$ cat src/rtl/fetch_controller_if.sv
// fetch_controller_if
//   Bundles the program-memory read path and the instruction stream toward
//   the decoder.
//   Signals:
//     mem_addr    : fetch address to the asynchronous-read program memory
//     mem_data    : instruction word returned combinationally for mem_addr
//     instr_valid : queue head holds a valid instruction
//     instr_ready : decoder accepts the head this cycle
//     instr_data  : head instruction word
//     instr_pc    : address of the head instruction
//   Modports:
//     master : the fetch controller
//     slave  : memory + decoder side (testbench or surrounding core)
interface fetch_controller_if #(
   parameter int prog_mem_length = 8,
   parameter int prog_mem_width  = 13
);
   logic [prog_mem_length-1:0] mem_addr;
   logic [prog_mem_width-1:0]  mem_data;
   logic                       instr_valid;
   logic                       instr_ready;
   logic [prog_mem_width-1:0]  instr_data;
   logic [prog_mem_length-1:0] instr_pc;

   modport master (
      output mem_addr, instr_valid, instr_data, instr_pc,
      input  mem_data, instr_ready
   );

   modport slave (
      input  mem_addr, instr_valid, instr_data, instr_pc,
      output mem_data, instr_ready
   );
endinterface

$ cat src/rtl/fetch_controller.sv
// fetch_controller
//   Instruction fetch unit. It walks a fetch pointer through an
//   asynchronous-read program memory and buffers {instruction, pc} pairs in
//   a 2-entry queue for the decoder. Redirects retarget the pointer and
//   flush the queue.
//   Ports:
//     clk            : single clock, rising edge
//     rst_n          : asynchronous active-low reset
//     start          : leave IDLE/HALT and begin fetching
//     halt_req       : stop issuing new fetches (RUN -> HALT)
//     redirect_valid : jump/branch request, highest priority
//     redirect_addr  : jump target
//     halted         : in HALT with an empty queue
//     bus            : memory read path and decoder stream (master side)
module fetch_controller #(
   parameter int                         prog_mem_length = 8,
   parameter int                         prog_mem_width  = 13,
   parameter logic [prog_mem_length-1:0] RESET_VECTOR    = '0
) (
   input  logic                       clk,
   input  logic                       rst_n,
   input  logic                       start,
   input  logic                       halt_req,
   input  logic                       redirect_valid,
   input  logic [prog_mem_length-1:0] redirect_addr,
   output logic                       halted,
   fetch_controller_if.master         bus
);

   typedef enum logic [1:0] {IDLE, RUN, HALT} state_t;

   typedef struct packed {
      logic [prog_mem_width-1:0]  instr;
      logic [prog_mem_length-1:0] pc;
   } entry_t;

   state_t                     state;
   logic [prog_mem_length-1:0] pc_fetch;
   logic [1:0]                 count;
   // Entry 0 is always the head; entry 1 is only meaningful when count=2.
   entry_t                     fifo [2];
   entry_t                     fetched;
   logic                       push;
   logic                       pop;

   assign bus.mem_addr    = pc_fetch;
   assign bus.instr_valid = (count != 2'd0);
   assign bus.instr_data  = fifo[0].instr;
   assign bus.instr_pc    = fifo[0].pc;
   assign halted          = (state == HALT) && (count == 2'd0);

   assign fetched = '{instr: bus.mem_data, pc: pc_fetch};
   assign pop     = bus.instr_valid && bus.instr_ready;
   // A full queue can still accept a push when the head leaves this cycle.
   assign push    = (state == RUN) && !redirect_valid && !halt_req &&
                    ((count != 2'd2) || pop);

   // NOTE: sequential state uses non-blocking assignments so every register
   // samples pre-edge values regardless of statement order.
   always_ff @(posedge clk or negedge rst_n) begin
      if (!rst_n) begin
         state    <= IDLE;
         pc_fetch <= RESET_VECTOR;
         count    <= 2'd0;
         // NOTE: the queue storage is reset too, because instr_data/instr_pc
         // are read straight from entry 0 and must be zero during reset.
         fifo[0]  <= '0;
         fifo[1]  <= '0;
      end else begin
         case (state)
            IDLE, HALT: if (start)    state <= RUN;
            RUN:        if (halt_req) state <= HALT;
            default:                  state <= IDLE;
         endcase

         if (redirect_valid) begin
            // Flush; a head popped in this same cycle is already consumed.
            pc_fetch <= redirect_addr;
            count    <= 2'd0;
         end else begin
            if (push) pc_fetch <= pc_fetch + 1'b1;
            case ({push, pop})
               2'b10: begin
                  if (count == 2'd0) fifo[0] <= fetched;
                  else               fifo[1] <= fetched;
                  count <= count + 2'd1;
               end
               2'b01: begin
                  fifo[0] <= fifo[1];
                  count   <= count - 2'd1;
               end
               2'b11: begin
                  if (count == 2'd2) begin
                     fifo[0] <= fifo[1];
                     fifo[1] <= fetched;
                  end else begin
                     fifo[0] <= fetched;
                  end
               end
               default: ;
            endcase
         end
      end
   end

endmodule

$ cat src/flat_wrapper.sv
// flat-port wrapper written by rule: the top's interface ports become plain ports
module fetch_controller_flat 
#(
   parameter int                         prog_mem_length = 8,
   parameter int                         prog_mem_width  = 13,
   parameter logic [prog_mem_length-1:0] RESET_VECTOR    = '0
)
  (clk, rst_n, start, halt_req, redirect_valid, redirect_addr, halted, bus_mem_addr, bus_instr_valid, bus_instr_data, bus_instr_pc, bus_mem_data, bus_instr_ready);
  fetch_controller_if #(.prog_mem_length(prog_mem_length), .prog_mem_width(prog_mem_width)) bus_i ();
  input  logic clk;
  input  logic rst_n;
  input  logic start;
  input  logic halt_req;
  input  logic redirect_valid;
  input  logic [prog_mem_length-1:0] redirect_addr;
  output logic halted;
  output wire logic [$bits(bus_i.mem_addr)-1:0] bus_mem_addr;
  output wire logic [$bits(bus_i.instr_valid)-1:0] bus_instr_valid;
  output wire logic [$bits(bus_i.instr_data)-1:0] bus_instr_data;
  output wire logic [$bits(bus_i.instr_pc)-1:0] bus_instr_pc;
  input wire logic [$bits(bus_i.mem_data)-1:0] bus_mem_data;
  input wire logic [$bits(bus_i.instr_ready)-1:0] bus_instr_ready;
  assign bus_mem_addr = bus_i.mem_addr;
  assign bus_instr_valid = bus_i.instr_valid;
  assign bus_instr_data = bus_i.instr_data;
  assign bus_instr_pc = bus_i.instr_pc;
  assign bus_i.mem_data = bus_mem_data;
  assign bus_i.instr_ready = bus_instr_ready;
  fetch_controller #(.prog_mem_length(prog_mem_length), .prog_mem_width(prog_mem_width), .RESET_VECTOR(RESET_VECTOR)) u_core (.clk(clk), .rst_n(rst_n), .start(start), .halt_req(halt_req), .redirect_valid(redirect_valid), .redirect_addr(redirect_addr), .halted(halted), .bus(bus_i));
endmodule
$ cat config.mk
export PLATFORM = sky130hd
export DESIGN_NAME = fetch_controller_flat
export DESIGN_NICKNAME = d
export VERILOG_FILES = /design/src/rtl/fetch_controller_if.sv /design/src/rtl/fetch_controller.sv /design/src/flat_wrapper.sv
export SDC_FILE = /design/constraint.sdc
export NUM_CORES = 1
export LEC_CHECK = 0
export ABC_AREA = 1
export CAP_MARGIN = 20
export CELL_PAD_IN_SITES_DETAIL_PLACEMENT = 0
export CELL_PAD_IN_SITES_GLOBAL_PLACEMENT = 1
export CORE_MARGIN = 1
export CORE_UTILIZATION = 38
export CTS_CLUSTER_SIZE = 14
export DETAILED_ROUTE_END_ITERATION = 7
export GPL_ROUTABILITY_DRIVEN = 0
export PLACE_DENSITY_LB_ADDON = 0.25
export SLEW_MARGIN = 40
export SYNTH_ARGS = -nofsm -noshare
export SYNTH_HDL_FRONTEND = slang
export SYNTH_SLANG_ARGS = --single-unit
$ cat constraint.sdc
create_clock -name clk -period 1.57 [get_ports clk]
set_input_delay 0.157 -clock clk [delete_from_list [all_inputs] [get_ports clk]]
set_output_delay 0.157 -clock clk [all_outputs]
set_load 0.02 [all_outputs]
* Yosys cells after proc, flatten, opt, wreduce, memory -nomap -nowiden
Cells that the tools add are included.
W data, S select, Z words.
** Cells by class
- Add/subtract/negate cells :: 3
- Equality and inequality tests :: 12
- Multiplexer cells :: 13
- Bitwise gates (word level) :: 1
- Reductions and logical operators :: 19
** Operators by type and width (count)
- $mux W21 :: 4
- $pmux W21 S3 :: 1
- $pmux W21 S2 :: 1
- $mux W8 :: 2
- $add A8 B1 Y8 const B :: 1
- $eq A2 B2 Y1 const B :: 4
- $ne A2 B2 Y1 const B :: 4
- $pmux W2 S2 :: 2
- $mux W2 :: 3
- $reduce_bool A2 Y1 :: 3
- $reduce_bool A3 Y1 :: 2
- $logic_and A1 B1 Y1 :: 5
- $eq A2 B1 Y1 const B :: 2
- $logic_not A2 Y1 :: 2
- $ne A2 B1 Y1 const B :: 2
- $reduce_and A4 Y1 :: 1
- $reduce_and A3 Y1 :: 1
- $add A2 B1 Y2 const B :: 1
- $logic_not A1 Y1 :: 2
- $reduce_and A2 Y1 :: 1
- $reduce_or A2 Y1 :: 1
- $sub A2 B1 Y2 const B :: 1
- $logic_or A1 B1 Y1 :: 1
- $not A1 Y1 :: 1
** Word-level totals
- Bits in registers :: 54
- Input port bits :: 27
- Logic and storage cells :: 55

* Logic depth before layout (Yosys ltp)
- Depth after elaboration :: 7
- Gate-level depth with buffers :: 10
- Gate-level depth less buffers :: 10

* Worst setup path before layout
Ideal clock, no wire load.
- Path type :: reg-to-reg
- Start :: reg u_core.pc_fetch[0], in the netlist u_core.bus.mem_addr[0]
- End :: reg u_core.pc_fetch[6], in the netlist u_core.bus.mem_addr[6]
- Library setup time :: 0.129 ns
- Arrival time :: 1.235 ns
- Data required time :: 1.441 ns
- Setup slack :: 0.206 ns
- Stages on the path, launching flop included :: 7
- Buffers on the path :: 0
- Clock period less this slack :: 1.364 ns
- Path through :: dfrtp_1 > ha_1 > nand3_1 > o21ai_0 > nand2_1 > o21ai_0 > o21ai_0
** On the way
- Word-level cells in the longest chain between the ends :: 3
** Ends and longest elaborated chain
- start: declaration :: RTL line fetch_controller.sv:38 : logic [prog_mem_length-1:0] pc_fetch;
- start signal: assignment :: RTL line fetch_controller.sv:78 : pc_fetch <= redirect_addr;
- start signal: assignment :: RTL line fetch_controller.sv:81 : if (push) pc_fetch <= pc_fetch + 1'b1;
- $add A8 B1 Y8 :: RTL line fetch_controller.sv:81
- $mux W8 :: RTL line fetch_controller.sv:81
- $mux W8 :: RTL line fetch_controller.sv:76 : if (redirect_valid) begin
Every way passes these cells. The select of a mux whose other input is x is not followed.
A chain may end at the register's enable or synchronous reset.

* Final worst setup path
- Start :: reg u_core.pc_fetch[1], in the netlist u_core.bus.mem_addr[1]
- End :: out bus_mem_addr[1]
** RTL lines
- end: declaration :: RTL line flat_wrapper.sv:17 : output wire logic [$bits(bus_i.mem_addr)-1:0] bus_mem_addr;
No word-level cell between the ends.

==> flow_metrics.tcl <==
set metrics [dict create \
    rows 32 \
    grt_pass1_vias 2341 \
    fp.dieH_um 91.8 \
    clk_pin_slew_ns 0.11 \
    crit_chain "clkdlybuf4s50_1" \
    synthSimpleGateAreaFrac_pct 30.5 \
    status "complete, no violations" \
    ff_latch_area_sq_um 1350 \
    drc 0 \
    fin_skew_ns 0.0118 \
    slew_headroom_pct 78.2 \
    clkSinkCount 54 \
    final_common_cell "nand2_1" \
    grt_pass1_wl_um 11300 \
    setup_tns_ns 0 \
    antenna_found_initial 0 \
    critical_path_required_ns 1.41 \
    reg2regPathDepth 8 \
    crit_buf_inv 1 \
    cts_inserted_buffers 5 \
    hp-class "input port to asynchronous set/reset pin" \
    ios 58 \
    h-tree-depth 2 \
    synthAdderAreaFrac_pct 0.408 \
    rsz0062_at_grt "true" \
    grt.total_usage_pct 17.0 \
    synth_top_area_share_pct 44.1 \
    synthXorXnorAreaFrac_pct 0.571 \
    slew_viol_final 0 \
    yosysSeqAreaShare_pct 44.1 \
    die_area_sq_um 8430 \
    synthTopCellsByArea "dfrtp_1 44%, nand2_1 18%, buf_4 5.6%" \
    syn-mean-instance-area_sq_um 7.80 \
    dpl.hpwl_um 4670 \
    drive_gt1_share_pct 19.3 \
    drt-pass1-iter-count 4 \
    initial_utilization_pct 39.5 \
    drt_iter0_drc 109 \
    synthDistinctLibCells 31 \
    arrival_ns 1.35 \
    reg2reg_from "u_core.count[0]" \
    viasPerCell 4.53 \
    clock-root-buffer "clkbuf_8" \
    diodes 0 \
    worst-path-max-fanout 4 \
    synth_compound_area_share_pct 9.55 \
    nNetsFinal 482 \
    final_cell_mix "143 x nand2_1, 52 x dfrtp_1, 48 x clkdlybuf4s50_1" \
    worst_pin_slew_ns 0.326 \
    grt-ovfl-total 0 \
    critical-path-top-delay-family "buffers and inverters" \
    p_per_area_nw_per_um2 1580 \
    synth.area.mux_share_pct 0 \
    cp_slowest_cell "clkdlybuf4s50_1" \
    postSynthCellCount 393 \
    vdd_drop_max_v 0.000624 \
    core-area_sq_um 7770 \
    wl_per_cell_um 12.2 \
    portBuffers 57 \
    maxCapViolCount 0 \
    multiInputGateArea_sq_um 1310 \
    ys_ff_latch 54 \
    cts_tree "built" \
    antenna_left 0 \
    drt_wl_total_um 6800 \
    crit_path_start_kind "flip-flop" \
    vias 2521 \
    worst-setup-path-type "flip-flop to output pin" \
    total_power_mw 6.22 \
    cp-end-kind "output pin" \
    r2r-end "u_core.fifo[17]" \
    worstSkewPairLatency_ns 0.31 \
    fin_crit_ns 1.50 \
    yosysWarnings 0 \
    final_hold_viol_count 0 \
    syn-cell-area_sq_um 3070 \
    yosysTopAreaCell "dfrtp_1" \
    slowest_delay_ns 0.63 \
    syn-num-nets 421 \
    synth_top_family_by_area "simple AND/OR/NAND/NOR gates" \
    clockBufferDepth 2 \
    p_leak_nw 2.01 \
    synthToLayoutAreaGrowth_pct 28.3 \
    chipWidth_um 91.8 \
    grt_max_degree 55 \
    timing.fmax_ghz 0.665 \
    fillers 772 \
    finalCritPeriodShare_pct 95.8 \
    setup_violations 0 \
    r2r_slack_ns 0.09 \
]
## where the power goes
part	total [mW]	internal (mW)	switching (mW)
Sequential	2.27	1.93	0.335
Clock	0.950	0.475	0.475
Combinational	3.00	1.33	1.67
Total	6.22	3.74	2.48
## worst max-delay path by stage
stage	cells after the start	slack (ns)	end	startpoint
after floorplan	6	0.21	u_core.bus.mem_addr[6]	u_core.bus.mem_addr[0]
after detailed placement	8	-0.1	u_core.bus.instr_pc[3]	bus_instr_ready
after global routing	8	-0.01	u_core.fifo[17]	u_core.count[0]
after global placement	9	-0.1	u_core.bus.instr_pc[3]	halt_req
final	1	0.07	bus_mem_addr[1]	u_core.bus.mem_addr[1]
after CTS	1	0.002	bus_mem_addr[3]	u_core.bus.mem_addr[3]
## through the flow
| step | area [sq um] | cells | hold slack, ns | util (%) | worst slack [ns] |
|---|---|---|---|---|---|
| floorplan | 3070 | 393 | -0.139 | - | 0.206 |
| global placement | 3720 | 543 | 0.181 | 47.9 | -0.0995 |
| detailed placement | 3720 | 543 | 0.179 | 47.9 | -0.0981 |
| CTS | 3850 | 553 | 0.373 | 49.6 | 0.00248 |
| global route | 3930 | 557 | 0.413 | 50.6 | -0.0137 |
| finish | 3930 | 557 | 0.368 | 50.6 | 0.0660 |
## timing repair
item	CTS	global route
hold buffers	1	0
setup buffers	1	2
endpoints found under the hold margin	54	0
pin swaps	0	1
resized for setup	5	19
gates cloned	0	2
setup endpoints to repair	4	53
## metal layers
metal | wire length [um] | global-route usage, % | vias up
met5 | 0 | 0 | -
met4 | 74 | 4.30 | 0
met3 | 208 | 2.82 | 5
met2 | 3080 | 26.3 | 45
met1 | 3440 | 24.9 | 1147
li1 | - | - | 1324
## kinds of logic after synthesis
logic type / Yosys count
simple gates: 212
compound gates: 41
fa+ha+maj: 1
flops: 54
buf+inv: 83
xor+xnor: 2
## Yosys cell counts, drive strengths merged
cell type	instances
a21oi	3
a31oi	1
buf	32
clkbuf	1
dfrtp	54
ha	1
inv	50
nand2	153
nand3	35
nand3b	1
nand4	2
nor2	20
nor3	1
o21ai	35
o21bai	1
o22ai	1
xor2	2
## sequential cells by signal (all words and copies together), names as in the netlist
name and count:
u_core.bus.instr_data 13, u_core.bus.instr_pc 8, u_core.bus.mem_addr 8, u_core.count 2, u_core.fifo 21, u_core.state 2
## final cells by class
type / count / area share, %
sequential: 54 / 34.4
multi-input combinational: 258 / 33.2
timing repair buffer: 85 / 21.3
inverter: 50 / 4.90
tap: 102 / 3.25
clock buffer: 5 / 1.75
clock inverter: 3 / 1.15
No activity file was read; power rests on OpenSTA's default activity.
